$ cat src/rtl/fifo_uart_tx.sv
// -----------------------------------------------------------------------------
// fifo_uart_tx
//
// Pops words from a push/pop FIFO (registered-read data port) and sends each
// one as an asynchronous serial frame on tx: start bit (0), WORDLENGHT data
// bits LSB first, optional even-parity bit, stop bit (1). Every frame bit is
// held for CLKS_PER_BIT clock cycles.
//
// Optional feature macro: FIFO_UART_TX_PARITY_EN
//   defined   -> a parity bit (XOR of the word) is sent between data and stop
//   undefined -> stop bit follows the last data bit directly
//
// Parameters:
//   WORDLENGHT   : data bits per frame (must match FIFO word width)
//   CLKS_PER_BIT : clock cycles per frame bit (>= 2)
//
// Ports:
//   clk        : clock, all logic on rising edge
//   reset      : synchronous active-high reset
//   enable     : allows new frames to start; never aborts a frame in progress
//   fifo_empty : FIFO empty flag
//   fifo_data  : FIFO head word (registered RAM read)
//   fifo_pop   : one-cycle pop strobe to the FIFO, one per word
//   tx         : serial output, idles high
//   busy       : high from WAIT through the last stop-bit cycle
//   word_done  : one-cycle pulse on the last stop-bit cycle
// -----------------------------------------------------------------------------
module fifo_uart_tx #(
    parameter int WORDLENGHT   = 8,
    parameter int CLKS_PER_BIT = 16
) (
    input  logic                  clk,
    input  logic                  reset,
    input  logic                  enable,
    input  logic                  fifo_empty,
    input  logic [WORDLENGHT-1:0] fifo_data,
    output logic                  fifo_pop,
    output logic                  tx,
    output logic                  busy,
    output logic                  word_done
);

    localparam int BAUD_W = (CLKS_PER_BIT > 1) ? $clog2(CLKS_PER_BIT) : 1;
    localparam int BIT_W  = $clog2(WORDLENGHT + 1);
    localparam logic [BAUD_W-1:0] BAUD_LAST = BAUD_W'(CLKS_PER_BIT - 1);
    localparam logic [BIT_W-1:0]  BIT_LAST  = BIT_W'(WORDLENGHT - 1);

    typedef enum logic [2:0] {
        IDLE,
        WAIT,
        LOAD,
        START,
        DATA,
`ifdef FIFO_UART_TX_PARITY_EN
        PARITY,
`endif
        STOP
    } state_t;

    state_t                state_reg, state_next;
    logic [BAUD_W-1:0]     baud_reg, baud_next;
    logic [BIT_W-1:0]      bit_reg, bit_next;
    logic [WORDLENGHT-1:0] shift_reg, shift_next;
    logic                  tx_reg, tx_next;
    logic                  pop_reg, pop_next;
    logic                  busy_reg, busy_next;
    logic                  done_reg, done_next;
    logic                  bit_end;
`ifdef FIFO_UART_TX_PARITY_EN
    logic                  parity_reg, parity_next;
`endif

    // Last cycle of the current frame bit.
    assign bit_end = (baud_reg == BAUD_LAST);

    // State, datapath and registered outputs.
    always_ff @(posedge clk) begin
        if (reset) begin
            state_reg  <= IDLE;
            baud_reg   <= '0;
            bit_reg    <= '0;
            shift_reg  <= '0;
            tx_reg     <= 1'b1;
            pop_reg    <= 1'b0;
            busy_reg   <= 1'b0;
            done_reg   <= 1'b0;
`ifdef FIFO_UART_TX_PARITY_EN
            parity_reg <= 1'b0;
`endif
        end else begin
            state_reg  <= state_next;
            baud_reg   <= baud_next;
            bit_reg    <= bit_next;
            shift_reg  <= shift_next;
            tx_reg     <= tx_next;
            pop_reg    <= pop_next;
            busy_reg   <= busy_next;
            done_reg   <= done_next;
`ifdef FIFO_UART_TX_PARITY_EN
            parity_reg <= parity_next;
`endif
        end
    end

    // Next state, counters and shift register.
    always_comb begin
        state_next  = state_reg;
        baud_next   = baud_reg;
        bit_next    = bit_reg;
        shift_next  = shift_reg;
`ifdef FIFO_UART_TX_PARITY_EN
        parity_next = parity_reg;
`endif
        case (state_reg)
            IDLE: begin
                baud_next = '0;
                bit_next  = '0;
                if (enable && !fifo_empty) begin
                    state_next = WAIT;
                end
            end
            WAIT: begin
                // Head word has had one cycle to appear on fifo_data.
                baud_next  = '0;
                state_next = fifo_empty ? IDLE : LOAD;
            end
            LOAD: begin
                shift_next  = fifo_data;
`ifdef FIFO_UART_TX_PARITY_EN
                parity_next = ^fifo_data;
`endif
                baud_next   = '0;
                bit_next    = '0;
                state_next  = START;
            end
            START: begin
                baud_next = bit_end ? '0 : baud_reg + 1'b1;
                if (bit_end) begin
                    state_next = DATA;
                end
            end
            DATA: begin
                baud_next = bit_end ? '0 : baud_reg + 1'b1;
                if (bit_end) begin
                    shift_next = shift_reg >> 1;
                    if (bit_reg == BIT_LAST) begin
                        bit_next = '0;
`ifdef FIFO_UART_TX_PARITY_EN
                        state_next = PARITY;
`else
                        state_next = STOP;
`endif
                    end else begin
                        bit_next = bit_reg + 1'b1;
                    end
                end
            end
`ifdef FIFO_UART_TX_PARITY_EN
            PARITY: begin
                baud_next = bit_end ? '0 : baud_reg + 1'b1;
                if (bit_end) begin
                    state_next = STOP;
                end
            end
`endif
            STOP: begin
                baud_next = bit_end ? '0 : baud_reg + 1'b1;
                if (bit_end) begin
                    state_next = IDLE;
                end
            end
            default: begin
                state_next = IDLE;
            end
        endcase
    end

    // Outputs are registered, so their next values are decoded from the
    // state/datapath the block is about to enter.
    always_comb begin
        tx_next   = 1'b1;
        pop_next  = 1'b0;
        done_next = 1'b0;
        busy_next = (state_next != IDLE);
        case (state_next)
            LOAD:   pop_next = 1'b1;
            START:  tx_next  = 1'b0;
            DATA:   tx_next  = shift_next[0];
`ifdef FIFO_UART_TX_PARITY_EN
            PARITY: tx_next  = parity_next;
`endif
            STOP:   done_next = (baud_next == BAUD_LAST);
            default: begin
                tx_next = 1'b1;
            end
        endcase
    end

    assign tx        = tx_reg;
    assign fifo_pop  = pop_reg;
    assign busy      = busy_reg;
    assign word_done = done_reg;

endmodule

$ cat config.mk
export PLATFORM = sky130hd
export DESIGN_NAME = fifo_uart_tx
export DESIGN_NICKNAME = d
export VERILOG_FILES = /design/src/rtl/fifo_uart_tx.sv
export SDC_FILE = /design/constraint.sdc
export NUM_CORES = 1
export LEC_CHECK = 0
export ABC_AREA = 1
export CAP_MARGIN = 5
export CELL_PAD_IN_SITES_DETAIL_PLACEMENT = 0
export CELL_PAD_IN_SITES_GLOBAL_PLACEMENT = 1
export CORE_MARGIN = 1
export CORE_UTILIZATION = 34
export CTS_CLUSTER_DIAMETER = 50
export DETAILED_ROUTE_END_ITERATION = 7
export PLACE_DENSITY = 0.69
export SYNTH_ARGS = -nofsm -noshare
export SYNTH_HDL_FRONTEND = slang
export SYNTH_SLANG_ARGS = --single-unit
$ cat constraint.sdc
create_clock -name clk -period 1.4 [get_ports clk]
set_clock_uncertainty 0.15 [all_clocks]
set_input_delay 0.21 -clock clk [delete_from_list [all_inputs] [get_ports clk]]
set_output_delay 0.21 -clock clk [all_outputs]
set_load 0.05 [all_outputs]
==> results.md <==
- Worst path slowest cell: dfxtp_2
- CTS Buf Count: 3
- H-tree depth: 1
- GRT overflow: 0
- Synth area leader: dfxtp_1
- Die width: 59.2 microns
- RSZ-0062 raised after global routing: yes
- Period Utilization, post-route: 106%
- Final setup vio count: 16
- Die H: 59.2 microns
- P&R area growth vs syn: 59.1%
- Vias per inst: 4.75
- CTS tree: yes
- GP Congestion: 0.783
- Post-Syn Nets: 167
- Status: complete, but fails checks
- Worst Hold Class: in2reg
- Die area: 3500 sq um
- Drc violations: 0
- Antenna Nets Post-Route: 0
- Most Frequent Cell on Critical Path: nand2_1
- Max incr delay on CP: 380 ps
- Wire per inst: 11.3 microns
- Cells after Synth: 153
- # rows: 20
- Distinct cells, synth: 25
- Max reg flops: 8
- Port-buffer cells: 15
- Maximum clock insertion buffer count: 2
- Final setup margin: -88.5 ps
- Largest net degree at the start of global routing: 13
- Sink Count: 23
- Yosys warnings: 0
- Worst setup SP type: register
- Worst-skew pair later-pin latency: 310 ps
- Crit Path Class: reg2reg
- Worst setup EP type: register
- Fin cells: 246
- Overall routed net length: 2790 microns
- Fmax: 0.672 GHz
- Diode count: 0
- #FFs+latches synth: 23
- Initial core utilization: 36.1%
- Post-DP HPWL: 2060 microns
- Initial antenna violation count: 0
- Min cycle time layout: 1490 ps
- Utilization after layout: 57.4%
- Failing checks: negative setup slack
- Core box area: 3080 sq um
- IR Drop Worst-Case VDD: 0.370 mV
- Total of max-cap violations: 0
- Relative slew slack: 78.0%
- Crit-path cells: ha_4, nand3_4, inv_1, nand2_1, nand2_2, nand2_1, nand3b_1, nor2_1
- All-layer global routing usage: 17.4%
- First-pass GRT wire length: 4500 microns
- Top cell type's share of synthesized area: 41.4%
- Crit path DAT: 1600 ps
- Avg Inst Size Synth: 7.26 sq um
- Mapped Area: 1110 sq um
- Crit-path max FO: 6
- Share of layout cells above drive strength 1: 41.1%
- Worst-Margin Slew: 328 ps
- IO Count: 16
- Root buf cell: clkbuf_4
- Via count: 1168
- TritonRoute pass-1 iters: 4
- Setup TNS: -578 ps
- Post-synthesis sequential area ratio: 41.4%
- Dpl cells: 236
- Final hold vios: 0
- Vias in the first global route: 1044
- Synth top area cells: dfxtp_1, nand2_1, a21oi_1
- Leak: 0.761 nW
- Reg clk slew, reported paths: 130 ps
- DRT iter0 DRCs: 52
- Final Max Tran Viols: 0
- Fin nets: 217
- Pwr dens: 687 nW/um^2
- Crit path required time: 1520 ps
==> final cells by class <==
| cell class | instances | area [sq um] |
|---|---|---|
| clock buffers | 4 | 26.3 |
| fillers | 303 | 1310 |
| inverters | 15 | 58.8 |
| multi-input cells | 113 | 694 |
| flip-flops and latches | 23 | 467 |
| well taps | 44 | 55.1 |
| repair buffers | 47 | 467 |
==> power breakdown <==
group	internal (mW)	leakage (nW)	switching [mW]	total [mW]
sequential	0.673	0.189	0.0145	0.687
combinational	0.112	0.557	0.0997	0.212
clock	0.111	0.0150	0.205	0.316
total	0.896	0.761	0.319	1.22
==> Yosys cell counts (all sizes together) <==
cell	number
nand4	3
inv	14
nand3	13
ha	2
a22oi	4
nand3b	1
o21ai	5
nor3	1
dfxtp	23
clkinv	1
clkbuf	2
a31oi	2
a21oi	15
nor2	25
nand2	40
and2	2
==> layer usage <==
layer / wire length [microns] / global-route usage (%) / vias to the layer above
met4: 22 / 6.12 / 0
met3: 101 / 3.06 / 4
met1: 1340 / 22.6 / 539
li1: - / - / 601
met5: 0 / 0 / -
met2: 1320 / 28.9 / 24
==> critical path: cells and delay by family (launching register included) <==
| family | cells | cell delay, ps |
|---|---|---|
| buffers and inverters | 1 | 100 |
| AND/OR/NAND/NOR | 6 | 650 |
| adder cells (fa/ha/maj) | 1 | 160 |
| flip-flops | 1 | 380 |
==> cell usage in the layout, fill, tap and decap left out <==
master and count:
a21oi_1 9, a21oi_2 4, a21oi_4 2, a22oi_1 4
a31oi_1 2, and2_1 2, buf_12 6, buf_4 27
buf_6 3, clkbuf_1 1, clkbuf_4 3, clkdlybuf4s50_1 11
dfxtp_1 18, dfxtp_2 5, ha_1 1, ha_4 1
inv_1 9, inv_2 5, inv_4 1, nand2_1 34
nand2_2 5, nand2_4 1, nand3_1 9, nand3_2 3
nand3_4 1, nand3b_1 1, nand4_1 3, nor2_1 14
nor2_2 7, nor2_4 3, nor2_8 1, nor3_2 1
o21ai_0 1, o21ai_2 4
==> stage by stage <==
stage	worst slack, ps	cell area, sq um	total power, mW	hold WS [ps]
final	-88.5	1770	1.22	293
after global routing	-193	1770	1.27	323
after CTS	-64.5	1660	1.21	289
after detailed placement	-124	1580	0.884	304
after global placement	-81.7	1580	0.881	299
after floorplan	15.1	1130	0.778	208
==> cell families (layout without fill, tap and decap cells) <==
group | after synthesis | in the layout | share of synthesized area (%)
DFF | 23 | 23 | 41.4
buffers and inverters | 17 | 66 | 5.86
AOI/OAI and AO/OA | 26 | 26 | 13.2
and+or+nand+nor | 85 | 85 | 37.3
adders and majority gates | 2 | 2 | 2.25
==> repair_timing <==
item	4_1_cts	5_1_grt
resized for setup	11	24
hold buffers	0	0
setup endpoints to repair	16	17
pin swaps	11	8
buffers inserted	3	4
==> path summary, 6_finish.rpt <==
path | start | to | slack [ps] | depth (start not counted)
worst max-delay path | baud_reg[0] | word_done | -90 | 8
worst min-delay path | fifo_data[7] | shift_reg[7] | 290 | 3
worst max register to register | baud_reg[0] | word_done | -90 | 8
worst min register to register | shift_reg[7] | shift_reg[7] | 320 | 2
(Power assumes the default switching activity.)
